==> src/rtl/mem_issue_sched_if.sv <==
// Issue-queue / LSU / flush bundle for mem_issue_sched.
// slave  : scheduler side (consumes isq + resp + flush, drives lsu_req + isq_deq_ready)
// master : environment side (issue queue, LSU, flush source)
`ifndef ROB_SIZE_LOG
`define ROB_SIZE_LOG 6
`endif

interface mem_issue_sched_if #(
    parameter int unsigned DATA_WIDTH   = 248,
    parameter int unsigned ISQ_ID_WIDTH = 4,
    parameter int unsigned ROBID_WIDTH  = `ROB_SIZE_LOG + 1
);
    logic                    isq_deq_valid;
    logic                    isq_deq_ready;
    logic [DATA_WIDTH-1:0]   isq_deq_data;
    logic [ROBID_WIDTH-1:0]  isq_deq_robid;
    logic [ISQ_ID_WIDTH-1:0] isq_deq_id;

    logic                    lsu_req_valid;
    logic                    lsu_req_ready;
    logic [DATA_WIDTH-1:0]   lsu_req_data;
    logic [ROBID_WIDTH-1:0]  lsu_req_robid;
    logic [ISQ_ID_WIDTH-1:0] lsu_req_id;
    logic                    lsu_req_is_replay;

    logic                    lsu_resp_valid;
    logic                    lsu_resp_replay;
    logic [DATA_WIDTH-1:0]   lsu_resp_data;
    logic [ROBID_WIDTH-1:0]  lsu_resp_robid;
    logic [ISQ_ID_WIDTH-1:0] lsu_resp_id;

    logic                    flush_valid;
    logic [ROBID_WIDTH-1:0]  flush_robid;

    modport slave (
        input  isq_deq_valid, isq_deq_data, isq_deq_robid, isq_deq_id,
        output isq_deq_ready,
        output lsu_req_valid, lsu_req_data, lsu_req_robid, lsu_req_id, lsu_req_is_replay,
        input  lsu_req_ready,
        input  lsu_resp_valid, lsu_resp_replay, lsu_resp_data, lsu_resp_robid, lsu_resp_id,
        input  flush_valid, flush_robid
    );

    modport master (
        output isq_deq_valid, isq_deq_data, isq_deq_robid, isq_deq_id,
        input  isq_deq_ready,
        input  lsu_req_valid, lsu_req_data, lsu_req_robid, lsu_req_id, lsu_req_is_replay,
        output lsu_req_ready,
        output lsu_resp_valid, lsu_resp_replay, lsu_resp_data, lsu_resp_robid, lsu_resp_id,
        output flush_valid, flush_robid
    );
endinterface

==> src/rtl/mem_issue_sched.sv <==
// Memory issue scheduler: arbitrates the single LSU issue slot between new
// issue-queue uops and LSU-bounced replays, keeps the replay buffer, enforces
// the in-flight credit limit and kills uops younger than a flush point.
// Ports: clock, reset_n (sync, active-low), bus (mem_issue_sched_if.slave),
//        inflight_cnt (credits in use), sched_idle (no credits used, stage empty).
`ifndef ROB_SIZE_LOG
`define ROB_SIZE_LOG 6
`endif

module mem_issue_sched #(
    parameter int unsigned DATA_WIDTH   = 248,
    parameter int unsigned ISQ_ID_WIDTH = 4,
    parameter int unsigned MAX_INFLIGHT = 4,
    parameter int unsigned REPLAY_DEPTH = 4
) (
    input  logic                             clock,
    input  logic                             reset_n,
    mem_issue_sched_if.slave                 bus,
    output logic [$clog2(MAX_INFLIGHT):0]    inflight_cnt,
    output logic                             sched_idle
);
    localparam int unsigned ROBID_W = `ROB_SIZE_LOG + 1;
    localparam int unsigned CNT_W   = $clog2(MAX_INFLIGHT) + 1;
    localparam int unsigned IDX_W   = (REPLAY_DEPTH > 1) ? $clog2(REPLAY_DEPTH) : 1;

    if (REPLAY_DEPTH < MAX_INFLIGHT) begin : g_depth_check
        $error("mem_issue_sched: REPLAY_DEPTH must be >= MAX_INFLIGHT");
    end

    typedef struct packed {
        logic [DATA_WIDTH-1:0]   data;
        logic [ROBID_W-1:0]      robid;
        logic [ISQ_ID_WIDTH-1:0] id;
    } uop_t;

    // a younger than b, robid MSB is the wrap bit
    function automatic logic younger(input logic [ROBID_W-1:0] a, input logic [ROBID_W-1:0] b);
        if (a[ROBID_W-1] == b[ROBID_W-1]) return a[ROBID_W-2:0] > b[ROBID_W-2:0];
        else                              return a[ROBID_W-2:0] < b[ROBID_W-2:0];
    endfunction

    logic                    out_valid_q, out_valid_d;
    logic                    out_replay_q, out_replay_d;
    uop_t                    out_uop_q, out_uop_d;
    logic [REPLAY_DEPTH-1:0] rb_valid_q, rb_valid_d;
    uop_t                    rb_uop_q [REPLAY_DEPTH];
    uop_t                    rb_uop_d [REPLAY_DEPTH];
    logic [CNT_W-1:0]        cnt_q, cnt_d;

    logic                    rb_any, free_any, stage_free;
    logic [IDX_W-1:0]        rb_sel, free_idx;
    logic [ROBID_W-1:0]      rb_best;
    logic                    isq_ready_c, isq_load, rb_load;
    logic                    resp_bounce, resp_drop, resp_done, rb_wr;
    int unsigned             kills;
    int                      cnt_next;

    // Arbitration, flush kill, replay write and credit accounting
    always_comb begin
        rb_any   = 1'b0;
        rb_sel   = '0;
        rb_best  = '0;
        free_any = 1'b0;
        free_idx = '0;
        kills    = 0;

        out_valid_d  = out_valid_q;
        out_replay_d = out_replay_q;
        out_uop_d    = out_uop_q;
        rb_valid_d   = rb_valid_q;
        rb_uop_d     = rb_uop_q;

        // oldest valid replay entry
        for (int i = 0; i < int'(REPLAY_DEPTH); i++) begin
            if (rb_valid_q[i] && (!rb_any || younger(rb_best, rb_uop_q[i].robid))) begin
                rb_any  = 1'b1;
                rb_sel  = IDX_W'(i);
                rb_best = rb_uop_q[i].robid;
            end
        end
        // lowest free replay index
        for (int i = int'(REPLAY_DEPTH) - 1; i >= 0; i--) begin
            if (!rb_valid_q[i]) begin
                free_any = 1'b1;
                free_idx = IDX_W'(i);
            end
        end

        stage_free  = !out_valid_q || bus.lsu_req_ready;
        isq_ready_c = reset_n && stage_free && !rb_any
                      && (cnt_q < CNT_W'(MAX_INFLIGHT)) && !bus.flush_valid;
        isq_load    = isq_ready_c && bus.isq_deq_valid;
        rb_load     = stage_free && rb_any && !bus.flush_valid;

        if (bus.flush_valid) begin
            // no loads this cycle; a surviving stage entry may still hand off
            if (out_valid_q && younger(out_uop_q.robid, bus.flush_robid)) begin
                out_valid_d = 1'b0;
                kills       = kills + 1;
            end else if (bus.lsu_req_ready) begin
                out_valid_d = 1'b0;
            end
            for (int i = 0; i < int'(REPLAY_DEPTH); i++) begin
                if (rb_valid_q[i] && younger(rb_uop_q[i].robid, bus.flush_robid)) begin
                    rb_valid_d[i] = 1'b0;
                    kills         = kills + 1;
                end
            end
        end else if (rb_load) begin
            out_valid_d        = 1'b1;
            out_replay_d       = 1'b1;
            out_uop_d          = rb_uop_q[rb_sel];
            rb_valid_d[rb_sel] = 1'b0;
        end else if (isq_load) begin
            out_valid_d  = 1'b1;
            out_replay_d = 1'b0;
            out_uop_d    = '{data: bus.isq_deq_data, robid: bus.isq_deq_robid, id: bus.isq_deq_id};
        end else if (bus.lsu_req_ready) begin
            out_valid_d = 1'b0;
        end

        resp_bounce = bus.lsu_resp_valid && bus.lsu_resp_replay;
        resp_done   = bus.lsu_resp_valid && !bus.lsu_resp_replay;
        resp_drop   = resp_bounce && bus.flush_valid
                      && younger(bus.lsu_resp_robid, bus.flush_robid);
        rb_wr       = resp_bounce && !resp_drop && free_any;
        if (rb_wr) begin
            rb_valid_d[free_idx] = 1'b1;
            rb_uop_d[free_idx]   = '{data: bus.lsu_resp_data, robid: bus.lsu_resp_robid,
                                     id: bus.lsu_resp_id};
        end

        cnt_next = int'(cnt_q) + int'(isq_load) - int'(resp_done)
                   - int'(kills) - int'(resp_drop);
        cnt_d    = CNT_W'(cnt_next);
    end

    // State registers
    always_ff @(posedge clock) begin
        if (!reset_n) begin
            out_valid_q  <= 1'b0;
            out_replay_q <= 1'b0;
            out_uop_q    <= '0;
            rb_valid_q   <= '0;
            cnt_q        <= '0;
            for (int i = 0; i < int'(REPLAY_DEPTH); i++) rb_uop_q[i] <= '0;
        end else begin
            out_valid_q  <= out_valid_d;
            out_replay_q <= out_replay_d;
            out_uop_q    <= out_uop_d;
            rb_valid_q   <= rb_valid_d;
            cnt_q        <= cnt_d;
            for (int i = 0; i < int'(REPLAY_DEPTH); i++) rb_uop_q[i] <= rb_uop_d[i];
        end
    end

    assign bus.isq_deq_ready     = isq_ready_c;
    assign bus.lsu_req_valid     = out_valid_q;
    assign bus.lsu_req_data      = out_uop_q.data;
    assign bus.lsu_req_robid     = out_uop_q.robid;
    assign bus.lsu_req_id        = out_uop_q.id;
    assign bus.lsu_req_is_replay = out_replay_q;
    assign inflight_cnt          = cnt_q;
    assign sched_idle            = (cnt_q == '0) && !out_valid_q;

    a_rb_no_overflow: assert property (@(posedge clock) disable iff (!reset_n)
        !(resp_bounce && !resp_drop && !free_any))
        else $error("mem_issue_sched: replay buffer overflow");

    a_cnt_range: assert property (@(posedge clock) disable iff (!reset_n)
        (cnt_next >= 0) && (cnt_next <= int'(MAX_INFLIGHT)))
        else $error("mem_issue_sched: inflight_cnt out of range");
endmodule

==> src/flat_wrapper.sv <==
// flat-port wrapper written by rule: the top's interface ports become plain ports
module mem_issue_sched_flat 
#(
    parameter int unsigned DATA_WIDTH   = 248,
    parameter int unsigned ISQ_ID_WIDTH = 4,
    parameter int unsigned MAX_INFLIGHT = 4,
    parameter int unsigned REPLAY_DEPTH = 4
)
  (clock, reset_n, inflight_cnt, sched_idle, bus_isq_deq_valid, bus_isq_deq_data, bus_isq_deq_robid, bus_isq_deq_id, bus_isq_deq_ready, bus_lsu_req_valid, bus_lsu_req_data, bus_lsu_req_robid, bus_lsu_req_id, bus_lsu_req_is_replay, bus_lsu_req_ready, bus_lsu_resp_valid, bus_lsu_resp_replay, bus_lsu_resp_data, bus_lsu_resp_robid, bus_lsu_resp_id, bus_flush_valid, bus_flush_robid);
  mem_issue_sched_if #(.DATA_WIDTH(DATA_WIDTH), .ISQ_ID_WIDTH(ISQ_ID_WIDTH)) bus_i ();
  input  logic clock;
  input  logic reset_n;
  output logic [$clog2(MAX_INFLIGHT):0] inflight_cnt;
  output logic sched_idle;
  input wire logic [$bits(bus_i.isq_deq_valid)-1:0] bus_isq_deq_valid;
  input wire logic [$bits(bus_i.isq_deq_data)-1:0] bus_isq_deq_data;
  input wire logic [$bits(bus_i.isq_deq_robid)-1:0] bus_isq_deq_robid;
  input wire logic [$bits(bus_i.isq_deq_id)-1:0] bus_isq_deq_id;
  output wire logic [$bits(bus_i.isq_deq_ready)-1:0] bus_isq_deq_ready;
  output wire logic [$bits(bus_i.lsu_req_valid)-1:0] bus_lsu_req_valid;
  output wire logic [$bits(bus_i.lsu_req_data)-1:0] bus_lsu_req_data;
  output wire logic [$bits(bus_i.lsu_req_robid)-1:0] bus_lsu_req_robid;
  output wire logic [$bits(bus_i.lsu_req_id)-1:0] bus_lsu_req_id;
  output wire logic [$bits(bus_i.lsu_req_is_replay)-1:0] bus_lsu_req_is_replay;
  input wire logic [$bits(bus_i.lsu_req_ready)-1:0] bus_lsu_req_ready;
  input wire logic [$bits(bus_i.lsu_resp_valid)-1:0] bus_lsu_resp_valid;
  input wire logic [$bits(bus_i.lsu_resp_replay)-1:0] bus_lsu_resp_replay;
  input wire logic [$bits(bus_i.lsu_resp_data)-1:0] bus_lsu_resp_data;
  input wire logic [$bits(bus_i.lsu_resp_robid)-1:0] bus_lsu_resp_robid;
  input wire logic [$bits(bus_i.lsu_resp_id)-1:0] bus_lsu_resp_id;
  input wire logic [$bits(bus_i.flush_valid)-1:0] bus_flush_valid;
  input wire logic [$bits(bus_i.flush_robid)-1:0] bus_flush_robid;
  assign bus_i.isq_deq_valid = bus_isq_deq_valid;
  assign bus_i.isq_deq_data = bus_isq_deq_data;
  assign bus_i.isq_deq_robid = bus_isq_deq_robid;
  assign bus_i.isq_deq_id = bus_isq_deq_id;
  assign bus_isq_deq_ready = bus_i.isq_deq_ready;
  assign bus_lsu_req_valid = bus_i.lsu_req_valid;
  assign bus_lsu_req_data = bus_i.lsu_req_data;
  assign bus_lsu_req_robid = bus_i.lsu_req_robid;
  assign bus_lsu_req_id = bus_i.lsu_req_id;
  assign bus_lsu_req_is_replay = bus_i.lsu_req_is_replay;
  assign bus_i.lsu_req_ready = bus_lsu_req_ready;
  assign bus_i.lsu_resp_valid = bus_lsu_resp_valid;
  assign bus_i.lsu_resp_replay = bus_lsu_resp_replay;
  assign bus_i.lsu_resp_data = bus_lsu_resp_data;
  assign bus_i.lsu_resp_robid = bus_lsu_resp_robid;
  assign bus_i.lsu_resp_id = bus_lsu_resp_id;
  assign bus_i.flush_valid = bus_flush_valid;
  assign bus_i.flush_robid = bus_flush_robid;
  mem_issue_sched #(.DATA_WIDTH(DATA_WIDTH), .ISQ_ID_WIDTH(ISQ_ID_WIDTH), .MAX_INFLIGHT(MAX_INFLIGHT), .REPLAY_DEPTH(REPLAY_DEPTH)) u_core (.clock(clock), .reset_n(reset_n), .bus(bus_i), .inflight_cnt(inflight_cnt), .sched_idle(sched_idle));
endmodule
==> config.mk <==
export PLATFORM = sky130hd
export DESIGN_NAME = mem_issue_sched_flat
export DESIGN_NICKNAME = d
export VERILOG_FILES = /design/src/rtl/mem_issue_sched_if.sv /design/src/rtl/mem_issue_sched.sv /design/src/flat_wrapper.sv
export SDC_FILE = /design/constraint.sdc
export NUM_CORES = 2
export LEC_CHECK = 0
export BUFFER_PORTS_ARGS = -buffer_cell sky130_fd_sc_hd__buf_2
export CORE_ASPECT_RATIO = 0.8
export CORE_UTILIZATION = 45
export DETAILED_ROUTE_END_ITERATION = 16
export HOLD_SLACK_MARGIN = 0.15
export PLACE_DENSITY_LB_ADDON = 0.15
export SETUP_SLACK_MARGIN = 0.4
export SLEW_MARGIN = 10
export SYNTH_ARGS = -nofsm -noshare
export SYNTH_HDL_FRONTEND = slang
export SYNTH_SLANG_ARGS = --single-unit
==> constraint.sdc <==
create_clock -name clock -period 7.95 [get_ports clock]
set_clock_uncertainty 0.2 [all_clocks]
set_input_delay 1.1925 -clock clock [delete_from_list [all_inputs] [get_ports clock]]
set_output_delay 1.1925 -clock clock [all_outputs]
set_load 0.02 [all_outputs]
* After elaboration in Yosys (flattened, before gate mapping)
Index checks and enable logic that the tools add are counted.
Cells by class: eq/ne operators 9, add/subtract/negate cells 8, $lt $le $gt $ge 26, reduce and logical (&&, ||, !) cells 40, mux-type cells 68, bitwise gates (word level) 6
Operators with widths (number):
- $mux W259 | 5
- $bwmux W1036 | 1
- $bmux W259 S2 | 1
- $demux W259 S2 | 1
- $gt A6 B6 Y1 | 9
- $lt A6 B6 Y1 | 9
- $mux W1 | 37
- $mux W3 | 9
- $logic_and A1 B1 Y1 | 25
- $mux W7 | 3
- $add A3 B1 Y3 const B | 4
- $mux W2 | 6
- $mux W4 | 3
- $eq A1 B1 Y1 | 9
- $logic_not A1 Y1 | 8
- $ge A3 B3 Y1 const B | 2
- $lt A2 B3 Y1 const B | 2
- $not A2 Y3 | 2
- $sub A3 B2 Y3 | 2
- $and A4 B4 Y4 | 1
- $demux W1 S2 | 2
- $ge A2 B1 Y1 const B | 2
- $logic_or A1 B1 Y1 | 4
- $not A4 Y4 | 1
- other kinds (9) | 9
Word-level totals: output and inout bits 266, input bits 532, bits in registers 1304

* Depth between registers and ports, before layout
word-level depth 26, gate-level depth with buffers 34, mapped depth without buffers 27

* Worst setup path after synthesis
Ideal clock, no wire load.
path kind flip-flop to flip-flop, start register u_core.rb_valid_q[0], end register u_core.out_uop_q (netlist bit u_core.bus.lsu_req_data[111]), buffers on the path 7, period minus slack after synthesis 6.779 ns, path slack 1.171 ns, data arrival time 6.440 ns, required time 7.611 ns, library setup time 0.139 ns, cell stages (with the launch flop) 33, cell sequence dfxtp_1 clkbuf_1 and2_1 ha_1 a21oi_1 a21boi_1 nor4_1 o31a_1 clkbuf_1 clkbuf_1 nor2_1 nand2_1 nand2_1 ha_1 and3_1 o21ai_0 a31oi_1 a211o_1 nand3_1 clkbuf_1 clkbuf_1 a31oi_1 ha_1 a21o_1 a21oi_1 o221ai_1 o21ai_0 or4_4 a31oi_4 buf_2 buf_1 a311o_1 a221oi_1
On the way: cells in the longest elaborated chain, start to end 23, elaborated cells between the ends (all ways) 45, those cells by class 6 x order compare; 3 x eq/ne; 17 x mux; 1 x bitwise; 18 x reduce/logical
RTL lines:
- from (decl) | line mem_issue_sched.sv:45 | logic [REPLAY_DEPTH-1:0] rb_valid_q, rb_valid_d;
- from (signal assigned) | line mem_issue_sched.sv:151 | rb_valid_q <= rb_valid_d;
- parallel branches: the longest is 23 deep, another holds $lt A6 B6 Y1
- to (signal assigned) | line mem_issue_sched.sv:150 | out_uop_q <= out_uop_d;
- to (decl) | line mem_issue_sched.sv:44 | uop_t out_uop_q, out_uop_d;
Several ways; the timed one is not identified. The select of a mux whose other input is x is not followed. A chain may end at the register's enable or synchronous reset.

* Worst setup path after layout
start register u_core.rb_valid_q[0], end register u_core.out_uop_q (netlist bit u_core.bus.lsu_req_data[81])
The elaborated chain is that of the path after synthesis.

==> results.toml <==
[worst_setup_path]
timing.rr.start = "u_core.rb_valid_q[0]"
crit_buf_inv = 2
cp.arrival_ps = 7550
crit_type = "reg2reg"
rrSetupSlack_ps = 840
setup.worst_path.start_class = "flop"
crit_path_frequent_cell = "ha_1"
crit_path_max_incr_delay_ps = 580
reg2reg_to = "u_core.bus.lsu_req_data[81]"
cpMaxStageDelayCell = "nor4_1"
crit_path_end_kind = "flop"
required_ps = 8390
r2r_cells = 27
path_delay_family = "compound AO/OA/AOI/OAI gates"
path_max_fanout = 84

[floorplanning]
num_io_pins = 798
fp.dieArea_um2 = 125000
num_rows = 114
start_util_pct = 45.7
die_x_um = 395
core_area_um2 = 122000
die_height_um = 316

[clocking]
cts_buffers = 135
clk_pin_slew_ps = 60
htreeDepth = 4
cts_tree = "done"
clock_latency_ps = 760
root_buffer = "clkbuf_16"
cts.sinks = 1304
cts_hold_buf = 0
clockBufferDepth = 3

[synthesis]
avgSynthCellArea_um2 = 7.72
synth_cell_type_count = 61
syn-num-nets = 7788
synth_edf_count = 0
ys_seq_elements = 1304
syn_inst = 7192
ys_async_sr_fraction_pct = 0
yosys_warnings = 0
synth-main-ff-cell = "dfxtp_1"
syn_area_um2 = 55500
yosysSeqAreaShare_pct = 47.0

[placement]
place_ws_ps = 716
placed_area_um2 = 60100
numPortBuffers = 797
place_congestion = 0.904
hpwl_um = 113000
post-place-cells = 9048

[power_and_ir_drop]
p_comb_share_pct = 10.7
pwr-share-clk_pct = 42.8
p_per_area_nw_per_um2 = 231
ir_drop_v = 0.000178
switching_share_pct = 26.3
pwr-share-seq_pct = 46.5
power_mw = 14.9
p_leak_nw = 23.5
internal_power_mw = 11.0
p_switching_mw = 3.92

[timing]
fin_ws_ps = 845
finalCritPeriodShare_pct = 89.4
hold_viol_final = 0
slew-limit-headroom_pct = 13.0
setup_viol = 0
rsz0062_at_grt = "false"
tns_ps = 0
worst_pin_slew_ps = 1300
min_period_ps = 7110
whs_ps = 252
final_max_slew_viol_count = 0
fmax_mhz = 141

[final_layout]
final_cell_mix = "2622 x nand2_1, 1316 x a21oi_1, 1303 x dfxtp_1"
final_common_cell = "nand2_1"
area_delta_synth_final_pct = 16.3
fin_cells = 9310
final_nets = 8160
final_layout_size_suffix_gt1_share_pct = 14.3
fin_util_pct = 53.1
fillers = 11600
design_area_um2 = 64600

[detailed_routing]
drt_wl_total_um = 197000
post-route-drc-count = 0
viasPerCell = 5.74
vias = 53400
dr.pass1.iters = 6
antenna_left = 0
post_drt_wl_per_cell_um = 21.2
first_iter_violations = 5203

[grt]
grt_antenna_before_repair = 45
overflow = 0
grt_start_max_net_pins = 232
grt_usage_pct = 30.0
grt_pass1_wl_um = 296000
grt_pass1_vias = 49100

[hold_path]
hold_path_end = "u_core.rb_uop_q[674]"
hold_depth = 2
min_from = "u_core.rb_uop_q[674]"
hold_class = "reg2reg"

[status]
status = "completed"

[flow_run]
drv_cap = 0
-- how the worst max path moves through the flow --
stage | startpoint | endpoint | slack [ps] | cells past startpoint
floorplan | u_core.rb_valid_q[0] | u_core.bus.lsu_req_data[111] | 1170 | 32
global placement | u_core.rb_valid_q[0] | u_core.bus.lsu_req_data[113] | 730 | 28
detailed placement | u_core.rb_valid_q[0] | u_core.bus.lsu_req_data[84] | 720 | 29
CTS | u_core.rb_valid_q[0] | u_core.bus.lsu_req_data[135] | 660 | 28
global route | u_core.rb_valid_q[0] | u_core.bus.lsu_req_robid[4] | 460 | 29
finish | u_core.rb_valid_q[0] | u_core.bus.lsu_req_data[81] | 840 | 27
-- area by class of cell --
class,count,area [um2],area share [%]
Antenna cell,20,50.0,0.0775
Timing Repair Buffer,872,4920,7.61
Clock inverter,34,310,0.480
Inverter,51,206,0.320
Sequential cell,1304,26100,40.4
Clock buffer,205,4110,6.37
Tap cell,1624,2030,3.14
Multi-Input combinational cell,5200,26900,41.6
-- power by group through the flow --
stage                     Combinational, mW  Sequential [mW]  Clock, mW
final                                  1.60             6.94       6.39
after global routing                   1.72             6.95       6.75
after CTS                              1.60             6.93       6.47
after detailed placement               1.59             7.07          0
after global placement                 1.57             7.08          0
after floorplan                       0.787             7.18          0
-- synthesized netlist by cell type, drive strengths merged (11+ instances only) --
library cell,count,area share (%)
o21ai,11,0.099
ha,62,1.4
buf,60,0.52
dfxtp,1304,47
mux2i,263,4.7
nor2,278,1.9
nand3,14,0.13
inv,50,0.34
clkbuf,577,3.9
a311o,258,4.6
a21oi,1316,12
a221oi,262,4.1
nand2,2623,18
-- cell families (layout without fill, tap and decap cells) --
family,Yosys count,count (layout),synth area share [%]
other,0,20,0
flip-flops,1304,1304,47.0
adder cells (fa/ha/maj),64,64,1.47
multiplexers,264,264,4.76
XOR/XNOR,14,14,0.248
AO/OA/AOI/OAI,1898,1898,21.5
buffers and inverters,688,1162,4.77
AND/OR/NAND/NOR,2960,2960,20.3
-- timing repair --
| action | in CTS | in global routing |
|---|---|---|
| gates resized for setup | 0 | 5 |
| setup endpoints to repair | 0 | 230 |
| setup buffers | 0 | 2 |
-- worst register-to-register path: stages (launching register included) --
cell and delay, ps:
dfxtp_2 470, and2_1 170, ha_1 250, a21oi_1 150, a21boi_1 160, nor4_1 580, o31a_2 350, nor2_2 110
nand2_1 110, nand2_1 60, ha_1 300, and3_1 170, o21ai_0 320, a31oi_1 140, a211o_1 320, nand3_4 230
nor2_1 90, a31oi_1 250, ha_1 190, nand4_1 120, o221ai_1 220, o21ai_0 130, or4_4 450, a31oi_4 200
buf_4 290, buf_12 400, a21oi_1 200, a221oi_1 380
-- registers in the layout (all words and copies together) (netlist names) --
register,cells
u_core.bus.lsu_req_valid,1
u_core.inflight_cnt,3
u_core.bus.lsu_req_data,248
u_core.bus.lsu_req_robid,7
u_core.rb_valid_q,4
u_core.bus.lsu_req_id,4
u_core.rb_uop_q,1036
u_core.bus.lsu_req_is_replay,1
-- per-layer routing --
| layer | vias to the layer above | wire length, um | global-route usage [%] |
|---|---|---|---|
| li1 | 25300 | - | - |
| met1 | 25600 | 85000 | 40.4 |
| met2 | 2198 | 92300 | 48.9 |
| met3 | 314 | 14900 | 4.95 |
| met4 | 40 | 4840 | 9.88 |
| met5 | - | 264 | 0 |
Power figures use the tool's default switching activity.
